[src/rtl/tacometro.sv]
// -----------------------------------------------------------------------------
// tacometro -- windowed speed-sensor pulse counter (tachometer front end)
//
// The raw sensor input is synchronized, glitch-filtered and edge-detected.
// Rising edges are counted over windows delimited by tick_in. The count of
// each completed window is published with a one-cycle count_valid pulse,
// together with a saturation flag and a stall indication derived from
// consecutive empty windows.
//
// Parameters
//   CNT_WIDTH     : width of the per-window pulse count
//   FILTER_LEN    : cycles a new synchronized level must hold (1..255)
//   STALL_WINDOWS : consecutive zero-count windows that flag a stall (1..255)
//
// Ports
//   clk_in      in   system clock, all logic on posedge
//   rst         in   synchronous, active-high reset
//   enable      in   measurement enable
//   tick_in     in   one-cycle window strobe
//   sensor_in   in   raw asynchronous sensor pulse input
//   count_out   out  rising edges counted in the last completed window
//   count_valid out  one-cycle pulse when count_out is updated
//   overflow    out  last completed window saturated
//   stalled     out  motor stalled indication
// -----------------------------------------------------------------------------
module tacometro #(
    parameter int CNT_WIDTH     = 16,
    parameter int FILTER_LEN    = 4,
    parameter int STALL_WINDOWS = 3
) (
    input  logic                 clk_in,
    input  logic                 rst,
    input  logic                 enable,
    input  logic                 tick_in,
    input  logic                 sensor_in,
    output logic [CNT_WIDTH-1:0] count_out,
    output logic                 count_valid,
    output logic                 overflow,
    output logic                 stalled
);

    typedef enum logic [1:0] {
        IDLE    = 2'd0,
        ARM     = 2'd1,
        MEASURE = 2'd2
    } state_t;

    localparam logic [CNT_WIDTH-1:0] CNT_MAX   = '1;
    localparam logic [7:0]           FILT_LAST = 8'(FILTER_LEN - 1);
    localparam logic [7:0]           STALL_MAX = 8'(STALL_WINDOWS);

    // Sensor front end
    logic       r_sync1;
    logic       r_sync2;
    logic       r_filt;
    logic [7:0] r_filt_cnt;
    logic       r_filt_d;
    logic       r_rise;

    // Measurement FSM and published outputs
    state_t               r_state;
    logic [CNT_WIDTH-1:0] r_win_cnt;
    logic [7:0]           r_stall_cnt;
    logic [CNT_WIDTH-1:0] r_count_out;
    logic                 r_count_valid;
    logic                 r_overflow;
    logic                 r_stalled;

    logic [CNT_WIDTH-1:0] w_cnt_next;
    logic                 w_win_sat;
    logic [7:0]           w_stall_next;

    // -------------------------------------------------------------------------
    // Synchronizer, persistence filter and registered rising-edge detect.
    // The filter counts consecutive cycles in which the synchronized level
    // disagrees with the accepted level; any agreement restarts the count,
    // so pulses shorter than FILTER_LEN cycles never reach the counter.
    // Latency from the first edge that samples a stable high to the window
    // counter increment: 2 (sync) + FILTER_LEN - 1 (filter) + 1 (edge reg)
    // + 1 (counter) = FILTER_LEN + 3 cycles.
    // -------------------------------------------------------------------------
    // NOTE: every clocked block uses non-blocking (<=) assignments so all
    // registers update together from pre-edge values; blocking here would
    // collapse the synchronizer stages into one.
    always_ff @(posedge clk_in) begin
        if (rst) begin
            r_sync1    <= 1'b0;
            r_sync2    <= 1'b0;
            r_filt     <= 1'b0;
            r_filt_cnt <= 8'd0;
            r_filt_d   <= 1'b0;
            r_rise     <= 1'b0;
        end else begin
            r_sync1 <= sensor_in;
            r_sync2 <= r_sync1;
            if (r_sync2 == r_filt) begin
                r_filt_cnt <= 8'd0;
            end else if (r_filt_cnt == FILT_LAST) begin
                r_filt     <= r_sync2;
                r_filt_cnt <= 8'd0;
            end else begin
                r_filt_cnt <= r_filt_cnt + 8'd1;
            end
            r_filt_d <= r_filt;
            r_rise   <= r_filt & ~r_filt_d;
        end
    end

    // -------------------------------------------------------------------------
    // Next-window values. w_cnt_next already includes an edge arriving in the
    // same cycle as tick_in, so that edge lands in the closing window.
    // -------------------------------------------------------------------------
    // NOTE: each always_comb output gets a default assignment first so no
    // path leaves it unassigned, which would otherwise infer a latch.
    always_comb begin
        w_cnt_next   = r_win_cnt;
        w_stall_next = 8'd0;
        if (r_rise && (r_win_cnt != CNT_MAX)) begin
            w_cnt_next = r_win_cnt + CNT_WIDTH'(1);
        end
        if (w_cnt_next == '0) begin
            w_stall_next = (r_stall_cnt == STALL_MAX) ? r_stall_cnt
                                                      : r_stall_cnt + 8'd1;
        end
    end

    assign w_win_sat = (w_cnt_next == CNT_MAX);

    // -------------------------------------------------------------------------
    // Measurement FSM. Dropping enable returns to IDLE from any state and
    // discards the partial window; published outputs hold. The first tick
    // after enabling only arms the first window.
    // -------------------------------------------------------------------------
    always_ff @(posedge clk_in) begin
        if (rst) begin
            r_state       <= IDLE;
            r_win_cnt     <= '0;
            r_stall_cnt   <= 8'd0;
            r_count_out   <= '0;
            r_count_valid <= 1'b0;
            r_overflow    <= 1'b0;
            r_stalled     <= 1'b0;
        end else begin
            r_count_valid <= 1'b0;
            if (!enable) begin
                r_state   <= IDLE;
                r_win_cnt <= '0;
            end else begin
                case (r_state)
                    IDLE: begin
                        // tick_in on the enable-rising cycle is ignored
                        r_state   <= ARM;
                        r_win_cnt <= '0;
                    end
                    ARM: begin
                        r_win_cnt <= '0;
                        if (tick_in) begin
                            r_state <= MEASURE;
                        end
                    end
                    MEASURE: begin
                        if (tick_in) begin
                            r_count_out   <= w_cnt_next;
                            r_overflow    <= w_win_sat;
                            r_count_valid <= 1'b1;
                            r_stall_cnt   <= w_stall_next;
                            r_stalled     <= (w_stall_next == STALL_MAX);
                            r_win_cnt     <= '0;
                        end else begin
                            r_win_cnt <= w_cnt_next;
                        end
                    end
                    default: begin
                        r_state   <= IDLE;
                        r_win_cnt <= '0;
                    end
                endcase
            end
        end
    end

    assign count_out   = r_count_out;
    assign count_valid = r_count_valid;
    assign overflow    = r_overflow;
    assign stalled     = r_stalled;

endmodule

[config.mk]
export PLATFORM = sky130hd
export DESIGN_NAME = tacometro
export DESIGN_NICKNAME = d
export VERILOG_FILES = /design/src/rtl/tacometro.sv
export SDC_FILE = /design/constraint.sdc
export NUM_CORES = 1
export LEC_CHECK = 0
export BUFFER_PORTS_ARGS = -buffer_cell sky130_fd_sc_hd__buf_2
export CORE_MARGIN = 5
export CORE_UTILIZATION = 50
export CTS_CLUSTER_SIZE = 40
export DETAILED_ROUTE_END_ITERATION = 12
export PLACE_DENSITY = 0.77
export SYNTH_ARGS = -nofsm -noshare
export SYNTH_HDL_FRONTEND = slang
export SYNTH_SLANG_ARGS = --single-unit
export TNS_END_PERCENT = 10
[constraint.sdc]
create_clock -name clk_in -period 3.23 [get_ports clk_in]
set_input_delay 0.646 -clock clk_in [delete_from_list [all_inputs] [get_ports clk_in]]
set_output_delay 0.646 -clock clk_in [all_outputs]
set_load 0.1 [all_outputs]
==> run summary, run 1 <==
The run finished with clean final reports. The total negative setup slack is 0 ps. The number of setup buffers added after CTS is 0. The last weighted congestion value of the routability-driven placer came out at about 1. The number of search-and-repair iterations in the first detailed-routing pass is 4.

Sorting the synthesized cells by area gives the leading types as dfxtp_1, nor2_1, xnor2_1, xor2_1, nand3_1. The worst path arrival time came out at 3140 ps. The count of buffers from port buffering is 23. The number of pins with negative max-slew slack in the final report came out at 0.

The critical path goes through ha_1 -> nand4_1 -> nor4_2 -> nor2b_1 -> nor3_1 -> a31oi_1 -> nor4_4 -> nand3_1 -> a31oi_1. Setup repair after global routing left no endpoint under its margin. The synthesized netlist net count came out at 320. The final number of hold-violating endpoints came to 0. By area, the combinational part of the netlist is dominated by simple AND/OR/NAND/NOR gates. TritonCTS built the clock tree. The post-route DRC violation count came out at 0. The transition at the pin with the smallest max-transition slack came out at 601 ps. The proportion of register bits with asynchronous set or reset after synthesis is 0%. The first global-routing pass estimated 10100 µm of wire. In the final design database the tool counted 344 nets. In the final layout, the share of cells above drive strength 1 is 16.4%. The via count of the first global-routing pass came out at 2196. The number of synthesized register bits came out at 58. Between clock sinks in the finished design, the worst skew comes to ~8.6 ps. The total via count in the routed design came out at 2263. From synthesis to final layout, the design area changed by 16.0%. The most common flop cell mapped by yosys is dfxtp_1.

By count the netlist is led by dfxtp_1, nor2_1, nand2_1. The diode insertion count for antenna repair is 0. The total wire length came out at 5750 µm. The overall track demand over capacity in global routing came out at 18.0%. The number of antenna violations at the first check in global routing was 0. The floorplan core area came out at 5140 µm². The worst stage delay on the critical path came out at 540 ps.

Measured against the total synthesized area, the mux share comes to 2.67%. The maximum fanout count along the critical path is 7. The H-tree depth reported by CTS came out at 3. The vias per cell is 5.51. The detail route stage leaves a number of antenna-violating nets equal to 0. Across the VDD grid, the largest voltage drop is 482 µV. The die width came out at just over 80 µm. The pin count of the biggest net entering global routing came out at 32. The count of buffering cells on the critical path with inverters included came out at 0.

The reported leakage power is 1.15 nW. After synthesis the cells add up to 2670 µm². The clock latency on the worst-skew pair is 340 ps. The HPWL after detailed placement is 4060 µm. Summing the areas of all and, or, nand and nor instances in the mapped netlist gives between 20% and 30% of the synthesized area. The worst path uses 89.2% of the clock period. The number of hold-repair buffers added at the cts stage came out at 0. The height of the die came out at 83.1 µm. The number of violations of the max-capacitance limit came out at 0. The start of the worst register-to-register path is r_win_cnt[0]. The number of flops mapped to enable cells by yosys is 0. The worst reg-to-reg path cell count is 9.

The area enclosed by the die boundary came out at 6900 µm². At the placement stage, the worst setup path has a slack of 338 ps. The worst endpoint required time is 3490 ps. For this run, the number of Yosys warnings is 0. The largest total area in the synthesized netlist belongs to dfxtp_1. For this design, the slowest cell found on the critical path is nor4_4. The total power came out at 1.59 mW. The worst register-to-register path ends at r_stall_cnt[6].

The number of unique standard cell types used by synthesis came out at 44. The share of the synthesized area in compound gates (AO/OA/AOI/OAI) is 12.9%. The worst hold path terminates at r_rise. For this design the top-level I/O count stands at 24.

The setup slack on the worst flop-to-flop path is 350 ps. For this configuration, the core starts out at a cell density of around 52%. The fraction of synthesized cell area in xor and xnor cells came out at between 8 and 9%. The remaining max-slew budget at the tightest pin is 59.5%.

The clock drives 58 sinks. The largest buffer count on any clock path came out at 2. STA classifies the critical path endpoint as a flip-flop.

The cell family contributing the most delay on the critical path is simple AND/OR/NAND/NOR gates. In this run the power density over the cells is 515 nW/µm². The final-report setup violation count is 0. By startpoint and endpoint, the worst setup path is classified as flip-flop to flip-flop. The worst hold path depth is 1. Clock tree synthesis selected as its root buffer the cell clkbuf_8. The synthesized instance count is between 300 and 400. The worst min-delay path category is flip-flop to flip-flop. In this run the biggest area consumer among cell types represents 43.5% of the synthesized area. The worst setup path is launched from a flip-flop. The startpoint identified for the worst hold timing path is r_filt_d. The final routed wire length divided by cell count came out at ~14 µm. For this block, the initial DRC count from the detailed router was 160. Yosys instantiated no cell more often than dfxtp_1. After layout, the minimum clock period comes to 2880 ps. The number of buffers created by CTS came out at 9. The number of standard-cell rows in the floorplan is 26. The total congestion overflow came out at 0. The final worst setup slack is around 350 ps.

On the final layout, the worst hold slack is 392 ps. Dividing the synthesized area by the synthesized cell count gives ~8.6 µm². The most numerous cell type found on the critical path is a31oi_1. Of the total synthesized cell area, the portion taken by full adders, half adders and majority gates is 1.41%. The post-cts resize count is 0.

For this run, the top clock speed supported by timing is 347 MHz. Of the synthesized area, sequential elements account for approximately 44%. The clock-pin slew of the registers on the worst-case setup and hold paths is 70 ps.
## logic make-up after synthesis
family                     count (synthesis)
and+or+nand+nor                          142
buffers and inverters                     19
DFF                                       58
xor gates and xnor gates                  25
adders and majority gates                  3
AOI/OAI and AO/OA                         58
muxes                                      7
## cell usage in the layout, fill, tap and decap left out, drive strengths merged, types with 5 or more instances in the layout
master and n:
xor2 12, a21oi 19, nand3 20, a31oi 8
nor2 45, buf 28, a211oi 5, nand4 7
nor2b 6, nand2 26, nor3 12, xnor2 13
dfxtp 58, mux2i 6, clkbuf 11, o21ai 20
and3 7
## state kept, by name, summed over array words and instances (netlist names), 2 cells and up
| signal | count |
|---|---|
| r_filt_cnt | 8 |
| count_out | 16 |
| r_win_cnt | 16 |
| r_stall_cnt | 8 |
| r_state | 2 |
## where the power goes
| part | internal, mW | total, mW | switching (mW) | leakage, nW |
|---|---|---|---|---|
| sequential | 0.721 | 0.725 | 0.00446 | 0.468 |
| combinational | 0.00894 | 0.0341 | 0.0251 | 0.556 |
| clock | 0.552 | 0.836 | 0.284 | 0.129 |
| total | 1.28 | 1.59 | 0.314 | 1.15 |
## worst max path at each step
stage,startpoint,to,cells after the start
floorplan,r_win_cnt[0],stalled,9
global placement,r_win_cnt[0],stalled,9
detailed placement,r_win_cnt[0],r_stall_cnt[6],9
CTS,r_win_cnt[0],r_stall_cnt[6],9
global route,r_win_cnt[0],r_stall_cnt[3],9
finish,r_win_cnt[0],r_stall_cnt[6],9
## through the flow
step	cells	instance area, µm²	util, %
floorplan	312	2670	-
global placement	395	2840	55.3
detailed placement	395	2840	55.3
CTS	411	3090	60.2
global route	411	3100	60.2
finish	411	3100	60.2
## per-layer routing
layer	up-vias	track usage, %	wire, µm	part of all wire, %
li1	1145	-	-	-
met1	1051	21.8	2660	46
met2	58	28.6	2700	47
met3	9	7.33	312	5.4
met4	0	6.54	81	1.4
met5	-	0	0	0
## area by class of cell
class / count / area [µm²]
fillers: 469 / 2040
multi-input cells: 235 / 1430
flip-flops and latches: 58 / 1160
repair buffers: 28 / 153
clock buffers: 11 / 151
clock inverters: 5 / 100
well taps: 70 / 87.6
inverters: 4 / 15.0
## worst reg2reg max path, cell delays in order, from the launching register on
cell and delay [ps]:
dfxtp_1 440, ha_1 350, nand4_1 270, nor4_2 360, nor2b_1 210, nor3_1 190
a31oi_1 130, nor4_4 540, nand3_1 130, a31oi_1 180
Power figures use the tool's default switching activity.
==> inputs of run 2 (changes only) <==
--- a/config.mk
+++ b/config.mk
@@ -7,10 +7,10 @@
 export LEC_CHECK = 0
 export BUFFER_PORTS_ARGS = -buffer_cell sky130_fd_sc_hd__buf_2
 export CORE_MARGIN = 5
-export CORE_UTILIZATION = 50
+export CORE_UTILIZATION = 30
 export CTS_CLUSTER_SIZE = 40
 export DETAILED_ROUTE_END_ITERATION = 12
-export PLACE_DENSITY = 0.77
+export PLACE_DENSITY = 0.54
 export SYNTH_ARGS = -nofsm -noshare
 export SYNTH_HDL_FRONTEND = slang
 export SYNTH_SLANG_ARGS = --single-unit
==> run 2 against run 1 <==
Net effect:
- global-route usage decreased by 6.4 points
- clock skew is 1.5 ps lower
- register-to-register slack better by 80 ps
- non-clock buffer count is the same
- maximum frequency increased by 2.7%
- setup slack improved by 77 ps
- utilization fell by 24 points
- routed wire length rose by 3.1%
- hold slack better by 4.2 ps
- critical endpoint is now stalled
==> run summary, run 2 (synthesis results as in run 1) <==
The flow ran to the end, and the final reports show no timing, DRC or antenna violations. The die width came out at 104 µm. The number of pins with negative max-slew slack in the final report came to 0. The number of inserted filler cells in the final layout came out at 911. The number of standard-cell rows in the floorplan came out at 34.

The number of violations of the max-capacitance limit is 0. The maximum clock frequency is 357 MHz. In this run, CTS created clock tree buffers numbering 9. The share of total power consumed by net switching came out at 23.2%. The repair_antennas step left the layout with diodes totalling 0. In this run, the clock network consumes 50.2% of the power.

The power spent charging and discharging nets came out at 354 µW. The vias per cell is a little under 5. The total power is 1.52 mW. Setup violations remaining at the end of the flow were counted as 0.

The maximum fanout count along the critical path came out at 7. The synthesis-to-finish area growth is 16.8%. The first-pass GRT wire length came out at 10400 µm.

The worst hold path belongs to the class flip-flop to flip-flop. The startpoint identified for the worst register-to-register timing path is r_win_cnt[0]. The first TritonRoute pass finished after 4 iterations. The start point of the critical path is r_win_cnt[0]. The post-detailed-placement half-perimeter wirelength is about 4300 µm. The final number of hold-violating endpoints was 0.

STA classifies the critical path endpoint as a flip-flop. The remaining max-slew budget at the tightest pin came out at 58.8%. In this design, the critical path's most frequently occurring cell is nand4_1. The transition at the pin with the smallest max-transition slack came out at 618 ps.

The register share of total power came out at approximately 48%. The share of total power in combinational logic came out at 2.3%. The power density over cell area came out at 488 nW/µm². The top cell types in the final layout, fill and taps aside, are dfxtp_1, nor2_1, nand2_1. The total congestion overflow is 0.

The post-cts resize count is 0. The clock-pin slew of the registers on the worst-case setup and hold paths is 80 ps. Global routing used approximately 12% of the available tracks across all layers. The minimum clock period after layout is around 2800 ps. The final hold slack is 396 ps. In this run the most critical hold path is launched from r_filt_d.

Entering global routing, the biggest net connects 34 pins. The setup clock skew after layout came out at 7.14 ps. Routability-driven placement finished with a final weighted congestion of ~0.85. For this design, the slowest cell found on the critical path is nor4_4. The die is roughly 100 µm tall. Setup repair after global routing left no endpoint under its margin.

By startpoint and endpoint, the worst setup path is classified as flip-flop to flip-flop. The antenna violation net count after detailed routing came out at 0. Data on the critical path is required at its endpoint by between 3000 and 4000 ps. The post-route DRC violation count is 0. The total via count in the routed design is around 2200.

Buffers placed on the I/O ports in this run total 23. The critical path goes through ha_1 -> nand4_1 -> and2_1 -> nand4_1 -> xor2_1 -> nand4b_4 -> nor4_4 -> o21ai_2 -> a211oi_2. The largest buffer count on any clock path came out at 2. The footprint of the flip-flops and latches came out at 1160 µm². For this configuration, the core starts out at a cell density of 30.8%.

The die covers roughly 11000 µm². The setup slack on the worst flop-to-flop path is 430 ps. The post-route clock period utilization is between 80 and 90%. The number of antenna violations at the first check in global routing came out at 0. The number of hold buffers added after CTS was 0.

Clock latency on the worst-skew pair, taken at its later pin, is 350 ps. The root buffer cell chosen for the clock tree is clkbuf_8. At the end of the flow, the number of nets in the layout was 344. The total wire length is 5930 µm. The reported leakage power came out at 1.13 nW. The internal power of the cells is around 1.2 mW. The layout cell share with drive strength beyond 1 is 16.4%.

The worst-case IR drop observed on VDD is approximately 210 µV. The H-tree generated during clock tree synthesis spans 3 levels. Summing all multi-input logic gate instances after layout gives roughly 1400 µm². In the final routed layout, each cell accounts on average for roughly 13 µm. The total negative setup slack came out at 0 ps. The first routing iteration left 130 violations.

The worst stage delay on the critical path came out at a little over 500 ps. STA classifies the critical path startpoint as a flip-flop. The most common library cell in the layout ignoring fill and taps is dfxtp_1. The number of setup buffers added after CTS came out at 0. The floorplan core area is 8680 µm². The via count of the first global-routing pass is 2146. The worst path arrival time came out at 3080 ps. The clock tree from TritonCTS is built. The number of placed I/O pins came out at 24.

The number of clock sinks is 58.
## run 2: cell type report
cell class / count / share of cell area [%]
clock buffers: 9 / 3.97
clock inverters: 7 / 3.25
inverters: 4 / 0.482
multi-input cells: 235 / 45.8
flip-flops and latches: 58 / 37.2
well taps: 108 / 4.33
repair buffers: 28 / 4.90
## run 2: worst max-delay path: cells and delay by family (launching register included)
kind / cells / cell delay [ps]
AO/OA/AOI/OAI: 2 / 310
AND/OR/NAND/NOR: 5 / 1270
flip-flops: 1 / 440
adder cells (fa/ha/maj): 1 / 310
XOR/XNOR: 1 / 410
## run 2: final timing paths
| path | endpoint | cells after the start |
|---|---|---|
| max | stalled | 9 |
| min reg2reg | r_rise | 1 |
| min | r_rise | 1 |
| max reg2reg | stalled | 9 |
## run 2: metrics by stage
stage,setup slack (ps),instance area (µm²),utilization (%),instances
2_1_floorplan,779,2670,-,312
3_3_place_gp,439,2890,33.3,433
3_5_place_dp,346,2890,33.3,433
4_1_cts,329,3110,35.9,449
5_1_grt,45.4,3120,35.9,449
6_report,427,3120,35.9,449
## run 2: metal layers
metal / vias to the layer above / wire length (µm) / GRT usage (%) / share of wire, %
met5: - / 0 / 0 / 0
met4: 0 / 51 / 2.96 / 0.86
met3: 7 / 245 / 4.53 / 4.1
met2: 45 / 2570 / 17.0 / 43
met1: 996 / 3070 / 15.7 / 52
li1: 1149 / - / - / -
## run 2: power by group through the flow
stage	Combinational (mW)	Clock [mW]	Sequential [mW]
detailed placement	0.0348	0	0.741
CTS	0.0348	0.786	0.724
global placement	0.0343	0	0.740
floorplan	0.0143	0	0.750
global route	0.0380	0.819	0.725
finish	0.0343	0.764	0.724
==> inputs of run 3 (changes only) <==
--- a/config.mk
+++ b/config.mk
@@ -5,6 +5,7 @@
 export SDC_FILE = /design/constraint.sdc
 export NUM_CORES = 1
 export LEC_CHECK = 0
+export ABC_AREA = 1
 export BUFFER_PORTS_ARGS = -buffer_cell sky130_fd_sc_hd__buf_2
 export CORE_MARGIN = 5
 export CORE_UTILIZATION = 30
==> run 3 against run 2 <==
Net effect:
- utilization down 1.4 points
- sequential share of layout area shrank 2.5 points
- synthesized area rose by 10%
- sequential power barely moved
- via count grew 25%
- register-to-register slack better by 330 ps
- count of clock-buffer cells in the layout is 2 higher
- non-clock buffer count shrank 2
- critical path depth increased by 6
- flip-flop and latch count unchanged
- maximum frequency increased by 13%
- critical path type unchanged
- largest cell class unchanged
- largest power group is now sequential cells
==> run summary, run 3 <==
The overall track demand over capacity in global routing came out at 13.1%. In this run the worst path has a maximum fanout of 7. The post-route clock period utilization is about three quarters. The tool flagged a number of max-cap violations equal to 0.

The synthesized area per cell is 6.66 µm². The via count of the first global-routing pass was around 2600. The synthesis-to-finish area growth came out at 13.4%. TritonCTS built the clock tree. In the layout the commonest cells are nand2_1, nor2_1, inv_1. The worst register-to-register path ends at stalled. The height of the die came out at approximately 110 µm. The startpoint identified for the worst hold timing path is r_filt_d. The post-detailed-placement half-perimeter wirelength came out at 5390 µm.

The number of instances in the placed design is between 500 and 600. The synthesized instance count came out at 442. The most common flop cell mapped by yosys is dfxtp_1. The die covers 11900 µm². The number of buffers created by CTS is 9. At the worst endpoint, the arrival time is 2750 ps. The worst setup timing slack at the placement stage is 787 ps. The floorplan core area came out at 9680 µm². Sorting the synthesized cells by how often they occur yields nand2_1, nor2_1, inv_1. The flow ran to the end, and the final reports show no timing, DRC or antenna violations.

The routed design has 7230 µm of wire. Traced cell by cell, the critical path runs through ha_1 -> inv_1 -> nor2_2 -> nand4_1 -> nand2_1 -> nand2_1 -> a21oi_1 -> nand2_1 -> nor2_2 -> nand2_2 -> nor2_2 -> nand2_1 -> nor2_1 -> nor2_1 -> nor2_1. Clock tree synthesis selected as its root buffer the cell clkbuf_8.

The footprint of the multi-input gates came out at 1490 µm². Of all flip-flops after synthesis, the portion carrying an async set or reset was 0%. The total congestion overflow came out at 0. The clock-pin slew of the registers on the worst-case setup and hold paths is 60 ps.

The synthesized netlist net count is 450. Setup violations remaining at the end of the flow were counted as 0. The finished layout holds 605 standard cells, fillers aside. Once layout is done, the placed cells without fillers occupy 3340 µm². The top cell type's share of synthesized area is 39.4%. The antenna violation net count after detailed routing came out at 0. Counting instances, the worst hold path has a depth of 1. The number of search-and-repair iterations in the first detailed-routing pass is 4. The first global-routing pass estimated roughly 12000 µm of wire. For this block, the initial DRC count from the detailed router was between 150 and 200. The setup clock skew after layout came out at 12.5 ps. The cell with the largest stage delay on the worst path is dfxtp_1. For this run, the post-layout net count is 476. The repair_antennas step left the layout with diodes totalling 0. The pin count of the biggest net entering global routing came out at 34.

The number of hold-repair buffers added at the cts stage is 0. The H-tree depth reported by CTS is 3. The total power is 1.31 mW. The reported leakage power came out at 1.47 nW. The setup check on the worst reg-to-reg path leaves a slack of 760 ps. The worst pin sits at a relative slew slack of a little over half. The largest total area in the synthesized netlist belongs to dfxtp_1. The transition at the pin with the smallest max-transition slack is 694 ps.

At the end of routability-driven placement, the weighted congestion stood at 0.897. The path with the worst hold slack has its endpoint at r_rise. The number of synthesized register bits is slightly below 60.

The library cell used most frequently in the layout, excluding fill and tap cells, is nand2_1. In the final layout, the share of cells above drive strength 1 is roughly an eighth. The clock latency on the worst-skew pair came out at 350 ps. In the post-synthesis netlist, the biggest area contributors are dfxtp_1, nand2_1, nor2_1, inv_1, a21oi_1. The power density over cell area came out at 392 nW/µm². The final worst setup slack came out at about 760 ps. The number of flops mapped to enable cells by yosys is 0. The vias per cell came out at 4.55.

The worst endpoint required time came out at around 3500 ps. The post-cts resize count is 0. The critical path's most frequent cell is nand2_1. Setup repair after global routing left no endpoint under its margin. The post-route DRC violation count came out at 0. The number of antenna violations at the first check in global routing is 0. The critical path is of the flip-flop to flip-flop type. The cell area after placement came out at 3190 µm². The worst stage delay on the critical path came out at 450 ps. The effective utilization at floorplan came out at 30.4%. The number of standard-cell rows in the floorplan is 36. The startpoint identified for the worst register-to-register timing path is r_win_cnt[0]. The worst reg-to-reg path cell count is 15.

The total via count in the routed design is 2754. nand2_1 is the most common cell in the netlist. The number of warning messages in the yosys log is 0. The die width is 109 µm. The sequential cells in the finished layout cover a total of approximately 1200 µm². The largest buffer count on any clock path is 2. The number of pins with negative max-slew slack in the final report is 0. The netlist uses 29 different library cells.

Static timing analysis puts the maximum clock frequency at between 400 and 500 MHz. For this run, the share of the core covered by cells in the final layout is 34.5%. The worst setup path is captured at a flip-flop.

The number of placed I/O pins came out at 24. The portion of the post-synthesis area used by sequential elements is 39.4%. The number of clock sinks came out at between 50 and 60. The count of buffers added on input and output ports is 23. The min-delay analysis places its worst path in the category flip-flop to flip-flop.

Across all hold checks on the routed design, the worst slack comes to 402 ps. In the final routed layout, each cell accounts on average for 12.0 µm. The total negative setup slack came out at 0 ps.

The minimum clock period after layout came out at 2470 ps. The worst IR drop on VDD is 235 µV. The cell area after synthesis came out at 2950 µm². The number of setup buffers added after CTS is 0.

The number of inserted filler cells in the final layout is 1061. The final number of hold-violating endpoints came out at 0. STA classifies the critical path startpoint as a flip-flop.
run 3: power by group:
group,leakage (nW),internal [mW],switching [mW],total [mW]
Clock,0.0827,0.268,0.283,0.551
Sequential,0.468,0.720,0.00255,0.722
Combinational,0.915,0.00812,0.0267,0.0348
Total,1.47,0.996,0.312,1.31
run 3: cells by family (layout without fill, tap and decap cells):
logic type      Yosys count  in the layout  share of synthesized area [%]
compound gates           54             54                           10.2
xor+xnor                 11             11                           3.27
fa+ha+maj                 3              3                           1.27
buf+inv                  74            104                           10.1
flops                    58             58                           39.4
simple gates            242            242                           35.8
run 3: worst max-delay path: cells and delay by family, from the launching register on:
| kind | cells | cell delay [ps] |
|---|---|---|
| buffers and inverters | 1 | 70 |
| flip-flops | 1 | 450 |
| AND/OR/NAND/NOR | 12 | 1440 |
| adder cells (fa/ha/maj) | 1 | 300 |
| AO/OA/AOI/OAI | 1 | 150 |
run 3: worst max-delay path by stage:
| stage | start | endpoint | slack (ps) | cells past startpoint |
|---|---|---|---|---|
| 3_3_place_gp | r_win_cnt[0] | stalled | 870 | 15 |
| 3_5_place_dp | r_win_cnt[0] | stalled | 790 | 15 |
| 2_1_floorplan | r_win_cnt[0] | stalled | 1220 | 19 |
| 5_1_grt | r_win_cnt[0] | stalled | 480 | 15 |
| 6_report | r_win_cnt[0] | stalled | 760 | 15 |
| 4_1_cts | r_win_cnt[0] | stalled | 770 | 15 |
run 3: area by class of cell:
| class | instances | area share [%] |
|---|---|---|
| clock buffer | 11 | 3.93 |
| tap | 133 | 4.98 |
| timing repair buffer | 26 | 4.12 |
| inverter | 63 | 7.08 |
| sequential | 58 | 34.8 |
| clock inverter | 4 | 0.599 |
| multi-input combinational | 310 | 44.5 |
run 3: layer usage:
| metal | track usage, % | part of all wire, % |
|---|---|---|
| met1 | 16.6 | 49 |
| met2 | 20.8 | 46 |
| met3 | 3.73 | 3.2 |
| met4 | 5.59 | 1.9 |
| met5 | 0 | 0 |
